<file path="src/rtl/seg_ctrl_pkg.sv">
// Shared definitions for the scrolling seven-segment master: FSM encoding,
// the fixed byte lane used for digit writes and a data-word helper.
package seg_ctrl_pkg;

  typedef enum logic [1:0] {
    IDLE      = 2'd0,
    WAIT_TICK = 2'd1,
    WRITE     = 2'd2,
    NEXT      = 2'd3
  } seg_state_e;

  // Digit nibbles always travel in the lowest byte lane of the word.
  localparam logic [3:0] SEG_BYTEENABLE = 4'b0001;

  function automatic logic [31:0] seg_data_word(input logic [3:0] nibble);
    return {28'b0, nibble};
  endfunction

endpackage

</file>
<file path="src/rtl/seg_scroll_master_if.sv">
// Avalon-MM write-only link between the scroll master and the display
// peripheral.
interface seg_scroll_master_if;

  logic [2:0]  address;
  logic [3:0]  byteenable;
  logic        write;
  logic [31:0] writedata;
  logic        waitrequest;

  modport master (
    output address,
    output byteenable,
    output write,
    output writedata,
    input  waitrequest
  );

  modport slave (
    input  address,
    input  byteenable,
    input  write,
    input  writedata,
    output waitrequest
  );

endinterface

</file>
<file path="src/rtl/seg_tick_gen.sv">
// Scroll-step prescaler: counts TICK_DIV-1 down to 0 and flags the zero
// cycle. Holding clear restarts the interval from the top.
module seg_tick_gen #(
  parameter int TICK_DIV = 12_500_000
) (
  input  logic clk,
  input  logic rst_n,
  input  logic clear,
  output logic tick
);

  localparam int CW = (TICK_DIV > 2) ? $clog2(TICK_DIV) : 1;
  localparam logic [CW-1:0] RELOAD = CW'(TICK_DIV - 1);

  logic [CW-1:0] cnt_q;

  // Down-counter, reloaded on clear and after each zero so the interval repeats.
  always_ff @(posedge clk) begin
    if (!rst_n) begin
      cnt_q <= '0;
    end else if (clear || (cnt_q == '0)) begin
      cnt_q <= RELOAD;
    end else begin
      cnt_q <= cnt_q - 1'b1;
    end
  end

  assign tick = !clear && (cnt_q == '0);

endmodule

</file>
<file path="src/rtl/seg_scroll_master.sv">
// Scrolling message master: every tick it writes NUM_SEGMENT digits of the
// message buffer to the display over Avalon-MM, starting one nibble further
// along the message each frame.
module seg_scroll_master
  import seg_ctrl_pkg::*;
#(
  parameter int NUM_SEGMENT = 6,
  parameter int MSG_DEPTH   = 16,
  parameter int TICK_DIV    = 12_500_000
) (
  input  logic                           clk,
  input  logic                           rst_n,
  input  logic                           enable_i,
  input  logic [$clog2(MSG_DEPTH+1)-1:0] msg_len_i,
  input  logic                           cfg_we_i,
  input  logic [$clog2(MSG_DEPTH)-1:0]   cfg_addr_i,
  input  logic [3:0]                     cfg_wdata_i,
  seg_scroll_master_if.master            avm,
  output logic                           busy_o,
  output logic                           frame_done_o
);

  localparam int AW = $clog2(MSG_DEPTH);
  localparam int LW = $clog2(MSG_DEPTH + 1);
  localparam int SW = LW + 3;
  localparam logic [2:0]    LAST_K    = 3'(NUM_SEGMENT - 1);
  localparam logic [LW-1:0] DEPTH_LEN = LW'(MSG_DEPTH);

  seg_state_e    state_q;
  logic [AW-1:0] offset_q;
  logic [2:0]    k_q;
  logic [LW-1:0] len_q;
  logic [3:0]    msg_buf [MSG_DEPTH];

  logic          tick;
  logic          tick_clear;
  logic [LW-1:0] len_clamped;
  logic [SW-1:0] sum_w;
  logic [AW-1:0] rd_idx;
  logic [AW-1:0] offset_nxt;
  logic [3:0]    data_nib;

  // The interval only runs while waiting; every other state holds it at the top.
  assign tick_clear = (state_q != WAIT_TICK);

  seg_tick_gen #(
    .TICK_DIV (TICK_DIV)
  ) u_tick (
    .clk   (clk),
    .rst_n (rst_n),
    .clear (tick_clear),
    .tick  (tick)
  );

  assign len_clamped = (msg_len_i > DEPTH_LEN) ? DEPTH_LEN : msg_len_i;

  // Message buffer: cleared on reset, writable at any time through the cfg port.
  always_ff @(posedge clk) begin
    if (!rst_n) begin
      for (int i = 0; i < MSG_DEPTH; i++) begin
        msg_buf[i] <= 4'h0;
      end
    end else if (cfg_we_i) begin
      msg_buf[cfg_addr_i] <= cfg_wdata_i;
    end
  end

  // Circular read position and next-frame start, both modulo the latched length.
  always_comb begin
    sum_w      = SW'(offset_q) + SW'(k_q);
    rd_idx     = '0;
    offset_nxt = '0;
    if (len_q != '0) begin
      rd_idx     = AW'(sum_w % SW'(len_q));
      offset_nxt = AW'((SW'(offset_q) + SW'(1)) % SW'(len_q));
    end
  end

  assign data_nib = (len_q == '0) ? 4'h0 : msg_buf[rd_idx];

  // Frame sequencer: wait for the tick, then write each digit in turn.
  always_ff @(posedge clk) begin
    if (!rst_n) begin
      state_q      <= IDLE;
      offset_q     <= '0;
      k_q          <= '0;
      len_q        <= '0;
      frame_done_o <= 1'b0;
    end else begin
      frame_done_o <= 1'b0;
      case (state_q)
        IDLE: begin
          if (enable_i) begin
            state_q <= WAIT_TICK;
          end
        end
        WAIT_TICK: begin
          if (!enable_i) begin
            state_q <= IDLE;
          end else if (tick) begin
            state_q <= WRITE;
            len_q   <= len_clamped;
            k_q     <= '0;
          end
        end
        WRITE: begin
          if (!avm.waitrequest) begin
            if (k_q == LAST_K) begin
              offset_q     <= offset_nxt;
              frame_done_o <= 1'b1;
              state_q      <= enable_i ? WAIT_TICK : IDLE;
            end else begin
              k_q     <= k_q + 3'd1;
              state_q <= NEXT;
            end
          end
        end
        NEXT: begin
          state_q <= WRITE;
        end
        default: begin
          state_q <= IDLE;
        end
      endcase
    end
  end

  // Bus outputs are driven only in WRITE and are zero otherwise.
  always_comb begin
    avm.write      = 1'b0;
    avm.address    = '0;
    avm.byteenable = '0;
    avm.writedata  = '0;
    if (state_q == WRITE) begin
      avm.write      = 1'b1;
      avm.address    = k_q;
      avm.byteenable = SEG_BYTEENABLE;
      avm.writedata  = seg_data_word(data_nib);
    end
  end

  assign busy_o = (state_q == WRITE) || (state_q == NEXT);

endmodule

</file>
<file path="src/flat_wrapper.sv">
// flat-port wrapper written by rule: the top's interface ports become plain ports
module seg_scroll_master_flat import seg_ctrl_pkg::*;
#(
  parameter int NUM_SEGMENT = 6,
  parameter int MSG_DEPTH   = 16,
  parameter int TICK_DIV    = 12_500_000
)
  (clk, rst_n, enable_i, msg_len_i, cfg_we_i, cfg_addr_i, cfg_wdata_i, busy_o, frame_done_o, avm_address, avm_byteenable, avm_write, avm_writedata, avm_waitrequest);
  seg_scroll_master_if avm_i ();
  input  logic clk;
  input  logic rst_n;
  input  logic enable_i;
  input  logic [$clog2(MSG_DEPTH+1)-1:0] msg_len_i;
  input  logic cfg_we_i;
  input  logic [$clog2(MSG_DEPTH)-1:0] cfg_addr_i;
  input  logic [3:0] cfg_wdata_i;
  output logic busy_o;
  output logic frame_done_o;
  output wire logic [$bits(avm_i.address)-1:0] avm_address;
  output wire logic [$bits(avm_i.byteenable)-1:0] avm_byteenable;
  output wire logic [$bits(avm_i.write)-1:0] avm_write;
  output wire logic [$bits(avm_i.writedata)-1:0] avm_writedata;
  input wire logic [$bits(avm_i.waitrequest)-1:0] avm_waitrequest;
  assign avm_address = avm_i.address;
  assign avm_byteenable = avm_i.byteenable;
  assign avm_write = avm_i.write;
  assign avm_writedata = avm_i.writedata;
  assign avm_i.waitrequest = avm_waitrequest;
  seg_scroll_master #(.NUM_SEGMENT(NUM_SEGMENT), .MSG_DEPTH(MSG_DEPTH), .TICK_DIV(TICK_DIV)) u_core (.clk(clk), .rst_n(rst_n), .enable_i(enable_i), .msg_len_i(msg_len_i), .cfg_we_i(cfg_we_i), .cfg_addr_i(cfg_addr_i), .cfg_wdata_i(cfg_wdata_i), .avm(avm_i), .busy_o(busy_o), .frame_done_o(frame_done_o));
endmodule
</file>
<file path="config.mk">
export PLATFORM = sky130hd
export DESIGN_NAME = seg_scroll_master_flat
export DESIGN_NICKNAME = d
export VERILOG_FILES = /design/src/rtl/seg_ctrl_pkg.sv /design/src/rtl/seg_scroll_master_if.sv /design/src/rtl/seg_tick_gen.sv /design/src/rtl/seg_scroll_master.sv /design/src/flat_wrapper.sv
export SDC_FILE = /design/constraint.sdc
export NUM_CORES = 1
export LEC_CHECK = 0
export ABC_AREA = 0
export BUFFER_PORTS_ARGS = -buffer_cell sky130_fd_sc_hd__buf_2
export CELL_PAD_IN_SITES_DETAIL_PLACEMENT = 1
export CELL_PAD_IN_SITES_GLOBAL_PLACEMENT = 1
export CORE_UTILIZATION = 43
export DETAILED_ROUTE_END_ITERATION = 8
export PLACE_DENSITY = 0.79
export RECOVER_POWER = 25
export SETUP_SLACK_MARGIN = 0.3
export SYNTH_ARGS = -nofsm -noshare
export SYNTH_HDL_FRONTEND = slang
export SYNTH_SLANG_ARGS = --single-unit
</file>
<file path="constraint.sdc">
create_clock -name clk -period 10.3 [get_ports clk]
set_input_delay 1.03 -clock clk [delete_from_list [all_inputs] [get_ports clk]]
set_output_delay 1.03 -clock clk [all_outputs]
set_load 0.02 [all_outputs]
</file>
==> qor.yml, run 1 <==
floorplan:
  initial_utilization_pct: 43.9
  die_h_um: 140
  die_area_um2: 19700
  die_w_um: 140
  coreArea_um2: 18700
  rows: 50
  ios: 60
routing:
  routedWlPerCell_um: 20.8
  dr_total_vias: 7408
  ant_nets: 0
  firstDrtPassIters: 4
  routed_wl_mm: 26.1
  vias_per_cell: 5.89
  drt-initial-drc-count: 452
  drc: 0
synthesis:
  synth_area_um2: 8220
  synthAdderAreaFrac_pct: 11.5
  yosys.area.top_type: "edfxtp_1"
  synth.area.top_cells: "edfxtp_1, ha_1, dfxtp_1"
  synth_edf_count: 64
  synth-simple-area-share_pct: 21.8
  synth_compound_area_share_pct: 18.8
  yosys.area.top_type_share_pct: 23.4
  synth_top_family_by_area: "simple AND/OR/NAND/NOR gates"
  synthXorXnorAreaFrac_pct: 4.48
  synthFlopType: "edfxtp_1"
  avgSynthCellArea_um2: 9.00
  ys_async_sr_fraction_pct: 0
  yosysSeqAreaShare_pct: 32.9
  synth.distinct_cells: 79
  yosys_warnings: 0
  synthMuxAreaShare_pct: 5.05
  ys_ff_latch: 103
  synthTopCellsByCount: "nor2_1, and2_1, ha_1, nand2_1, edfxtp_1"
  synth_most_common_cell: "nor2_1"
  netlist_instances: 913
clock_tree:
  htree_levels: 3
  cts.path.max_buffers: 2
  clk_latency_ps: 350
  cts_tree: "built"
  cts-buffers-inserted: 9
  cts.sinks: 103
  path_clk_slew_ps: 70
  cts-root-buf: "clkbuf_16"
  hold_buffers: 0
placement:
  portBuffers: 28
  place_hpwl_mm: 17.8
  dpl_cell_area_um2: 8850
  globalplace.congestion: 0.866
global_route:
  overflow: 0
  antenna_found_initial: 1
  track_usage_pct: 26.4
  grt_max_degree: 28
  grt_pass1_wl_mm: 40.5
  grt_pass1_vias: 7780
sta:
  min_period_over_period_pct: 101
  rsz0062_at_grt: "yes"
  postLayoutSetupSlackWorst_ps: -51.6
  min_period_ps: 10350
  skew_ps: 6.40
  final_max_slew_viol_count: 0
  relSlewSlack_pct: 17.2
  max_clock_freq_ghz: 0.0966
  fin_setup_tns_ps: -135
  tightest_slew_ps: 1240
  hold_viol: 0
  setup-violations-final: 4
power_and_ir_drop:
  p_seq_share_pct: 24.6
  p_leak_nw: 3.96
  netSwitchingPower_uw: 764
  p_int_mw: 1.14
  pwr-share-comb_pct: 57.4
  swShare_pct: 40.1
  p_clk_share_pct: 18.0
  power_density_nw_per_um2: 189
  vdd_ir_drop_max_mv: 0.0884
worst_setup_path:
  cp-end-kind: "output port"
  crit_type: "reg2out"
  arrival_ps: 9320
  worstPathRequired_ps: 9270
  slowest_delay_ps: 380
  cp_max_fo: 11
  cp_slowest_cell: "mux2_4"
  critPathLaunchType: "flip-flop"
worst_hold_path:
  min-delay-path-class: "reg2reg"
finish:
  final_layout_size_suffix_gt1_share_pct: 23.4
  layout.nets: 1108
  finalInstanceArea_um2: 10100
  final_util_pct: 53.8
  syn2layout_area_growth_pct: 22.5
outcome:
  violations: "negative setup slack"
  status: "finished, violations left"
job:
  max_cap_viol_count: 0
[worst max-delay path, delay by kind of cell, from the launching register on]
kind,cells,cell delay [ps]
compound gates,21,3920
fa+ha+maj,7,1810
buf+inv,4,580
flops,1,340
mux,3,1010
simple gates,9,1280
[stage by stage]
step	hold WS, ps	setup WS (ps)	std cells	total power, mW
global route	529	-306	1257	2.02
finish	471	-51.6	1257	1.90
CTS	470	131	1239	1.80
floorplan	443	262	949	1.15
detailed placement	456	-516	1187	1.34
global placement	453	-26.8	1187	1.31
[repair_timing]
| action | 4_1_cts | 5_1_grt |
|---|---|---|
| endpoints found under the setup margin | 8 | 8 |
| gates cloned | 2 | 0 |
| pin swaps | 36 | 39 |
| resized for setup | 60 | 48 |
| setup buffers | 34 | 16 |
[metal layers]
layer  routed length [µm]  vias up  GRT usage (%)
li1                     -     3495              -
met2                13500      194           47.7
met5                    0        -              0
met1                10800     3642           31.6
met3                  991       77           3.59
met4                  905        0           10.6
[layout make-up]
class | count | area [µm²]
tap | 234 | 293
sequential | 103 | 2710
antenna | 1 | 2.50
inverter | 31 | 123
multi-input combinational | 763 | 5790
timing repair buffer | 109 | 845
clock buffer | 13 | 272
fill | 2116 | 8640
clock inverter | 3 | 26.3
[sequential cells by signal, summed over array words and instances, names as in the netlist]
signal and cells:
u_core.offset_q 4, u_core.k_q 3, u_core.msg_buf 64, u_core.len_q 5, u_core.u_tick.cnt_q 24, u_core.frame_done_o 1
u_core.state_q 2
[power groups by stage]
| stage | sequential [mW] | combinational [mW] | clock (mW) |
|---|---|---|---|
| floorplan | 0.471 | 0.676 | 0 |
| global placement | 0.474 | 0.834 | 0 |
| detailed placement | 0.475 | 0.867 | 0 |
| CTS | 0.466 | 0.985 | 0.347 |
| global route | 0.469 | 1.19 | 0.364 |
| finish | 0.467 | 1.09 | 0.344 |
[final timing paths]
| check | to | slack, ps | from | cells after the start |
|---|---|---|---|---|
| hold / removal | u_core.u_tick.cnt_q[8] | 470 | u_core.u_tick.cnt_q[8] | 2 |
| hold reg to reg | u_core.u_tick.cnt_q[8] | 470 | u_core.u_tick.cnt_q[8] | 2 |
| setup reg to reg | u_core.offset_q[3] | 580 | u_core.len_q[0] | 48 |
| setup / recovery | avm_writedata[1] | -50 | u_core.offset_q[0] | 44 |
[cell usage in the layout (no fill, tap or decap), types with 14 or more instances in the layout]
cell / Yosys / routed
nand3_1: 27 / 20
nor3_1: 37 / 36
nand2_1: 65 / 61
and2_1: 72 / 40
inv_1: 30 / 26
ha_1: 70 / 58
a21oi_1: 49 / 41
nor2_1: 76 / 67
xor2_1: 15 / 15
xnor2_1: 27 / 27
o21ai_0: 51 / 41
buf_2: 2 / 21
nand2b_1: 15 / 15
buf_4: 32 / 69
and2_0: 0 / 30
mux2i_1: 22 / 20
o21a_1: 23 / 22
or3_1: 15 / 14
dfxtp_1: 39 / 34
conb_1: 1 / 37
edfxtp_1: 64 / 64
[cell families after synthesis]
family | Yosys count
muxes | 38
xor gates and xnor gates | 42
buffers and inverters | 84
adders and majority gates | 74
DFF | 103
other | 1
AOI/OAI and AO/OA | 223
and+or+nand+nor | 348
Note: power is estimated with default switching activity, not from simulation.
==> run 2: changes to the inputs <==
- CORE_UTILIZATION: 43 -> 48
- PLACE_DENSITY: 0.79 -> 0.83
- clock period: 10.3 -> 10.9 ns (I/O delays scaled with it)
==> qor.yml, run 2 (synthesized netlist as in run 1, its figures left out) <==
outcome:
  status: "finished, final reports clean"
worst_setup_path:
  cp-end-kind: "output port"
  crit_top_cell: "nand2_1"
  cp_top_family: "compound AO/OA/AOI/OAI gates"
  cp_max_fo: 6  # -5
  crit_buf_inv: 5  # +1
  cp_slowest_cell: "fa_2"
  critPathLaunchType: "flip-flop"
  reg2regPathDepth: 50  # +4.2%
  worstPathRequired_ps: 9810  # +540 ps
  slowest_delay_ps: 410  # +30 ps
  arrival_ps: 9590  # +270 ps
  cp.depth: 47  # +6.8%
  crit_type: "reg2out"
finish:
  syn2layout_area_growth_pct: 18.7
  top_regs: "u_core.msg_buf: 64 flops, u_core.u_tick.cnt_q: 24 flops, u_core.len_q: 5 flops"
  fin_cells: 1222  # -2.8%
  layout.nets: 1088  # -1.8%
  finalInstanceArea_um2: 9760  # -3.0%
  n_antenna_cell: 0  # -1
  largest_reg_flops: 64  # unchanged
  fill_cells: 1904  # -10%
  final_layout_size_suffix_gt1_share_pct: 20.7  # -2.7 points
  top_register: "u_core.msg_buf"
  final_common_cell: "nor2_1"
  final_util_pct: 58.6  # +4.8 points
  final_cell_mix: "nor2_1, edfxtp_1, nand2_1, ha_1, buf_4"
floorplan:
  die_area_um2: 17600  # -10%
  die_h_um: 133  # -5.3%
  initial_utilization_pct: 49.4  # +5.4 points
  rows: 47  # -6.0%
  die_w_um: 133  # -5.3%
  ios: 60  # unchanged
  coreArea_um2: 16600  # -11%
clock_tree:
  cts.path.max_buffers: 2  # unchanged
  path_clk_slew_ps: 80  # about the same
  htree_levels: 3  # unchanged
  clk_latency_ps: 370  # +20 ps
  hold_buffers: 0  # unchanged
  cts-root-buf: "clkbuf_16"
  cts.sinks: 103  # unchanged
  cts_tree: "built"
  cts-buffers-inserted: 9  # unchanged
sta:
  setup-violations-final: 0  # -4
  skew_ps: 8.94  # +2.54 ps
  max_clock_freq_ghz: 0.0937
  final_max_slew_viol_count: 0  # unchanged
  tightest_slew_ps: 1110  # -137 ps
  relSlewSlack_pct: 26.3  # +9.1 points
  fin_setup_tns_ps: 0  # +135 ps
  rsz0062_at_grt: "yes"
  min_period_over_period_pct: 97.9
  min_period_ps: 10680
  hold_viol: 0  # unchanged
  finalHoldWorstSlack_ps: 503  # +32.7 ps
placement:
  place_hpwl_mm: 17.8  # -0.41%
  dp.cells: 1167  # -1.7%
  dpl_cell_area_um2: 8680  # -1.9%
  globalplace.congestion: 0.884  # +2.1%
  portBuffers: 28  # unchanged
global_route:
  grt_max_degree: 28  # unchanged
  grt_pass1_vias: 7651  # -1.7%
  track_usage_pct: 28.0  # +1.5 points
  overflow: 0  # unchanged
  grt_pass1_wl_mm: 38.8  # -4.3%
  antenna_found_initial: 0  # -1
power_and_ir_drop:
  power_density_nw_per_um2: 176  # -7.0%
  p_leak_nw: 3.82  # -3.6%
  vdd_ir_drop_max_mv: 0.0992  # +12%
routing:
  firstDrtPassIters: 7  # +3
  routedWlPerCell_um: 21.6  # +3.9%
  drc: 0  # unchanged
  drt-initial-drc-count: 452  # unchanged
  ant_nets: 0  # unchanged
  routed_wl_mm: 26.4  # +0.99%
  dr_total_vias: 7445  # +0.50%
  vias_per_cell: 6.09  # +3.4%
worst_hold_path:
  min_path_cells: 2  # unchanged
  min-delay-path-class: "reg2reg"
job:
  max_cap_viol_count: 0  # unchanged
run 2: cell types whose count changed in the layout (fill, tap and decap cells not counted), sizes merged:
cell / previous run / this run
buf: 105 / 84
clkbuf: 17 / 15
inv: 30 / 32
clkinv: 3 / 4
diode: 1 / 0
run 2: path summary, 6_finish.rpt:
path,slack (ps),endpoint,startpoint
worst max-delay path,220,avm_writedata[0],u_core.offset_q[0]
worst min-delay path,500,u_core.u_tick.cnt_q[8],u_core.u_tick.cnt_q[8]
worst max register to register,920,u_core.offset_q[1],u_core.len_q[1]
worst min register to register,500,u_core.u_tick.cnt_q[8],u_core.u_tick.cnt_q[8]
run 2: through the flow:
step                total power, mW  setup slack [ps]
floorplan                      1.07               331
global placement               1.22              -137
detailed placement             1.25              -491
CTS                            1.61               332
global route                   1.81             -48.5
finish                         1.72               224
run 2: cell type report:
class	instances	area (µm²)	area share, %
Timing Repair Buffer	89	677	6.94
Inverter	31	123	1.26
Clock buffer	10	229	2.35
Multi-Input combinational cell	763	5700	58.4
Sequential cell	103	2710	27.8
Tap cell	220	275	2.82
Clock inverter	6	43.8	0.449
run 2: tightest hold or removal path: stages, from the launching register on:
cell,delay (ps)
dfxtp_1,330
o41ai_1,70
a21oi_1,60
run 2: where the power goes:
group / switching, mW / internal [mW] / total (mW)
logic: 0.535 / 0.424 / 0.959
clock network: 0.158 / 0.157 / 0.315
registers: 0.0110 / 0.432 / 0.443
run 2: timing repair:
item                       4_1_cts  5_1_grt
setup endpoints to repair        4        8
cloned                           1        1
pin swaps                       19       37
gates resized for setup         48       58
buffers inserted                15       21
run 2: layer usage:
layer  track usage [%]  vias up  wire length [µm]
met5                 0        -                 0
met1              31.8     3684             10600
met3              3.91       73              1100
met4              14.1        0               956
li1                  -     3446                 -
met2              50.9      242             13700
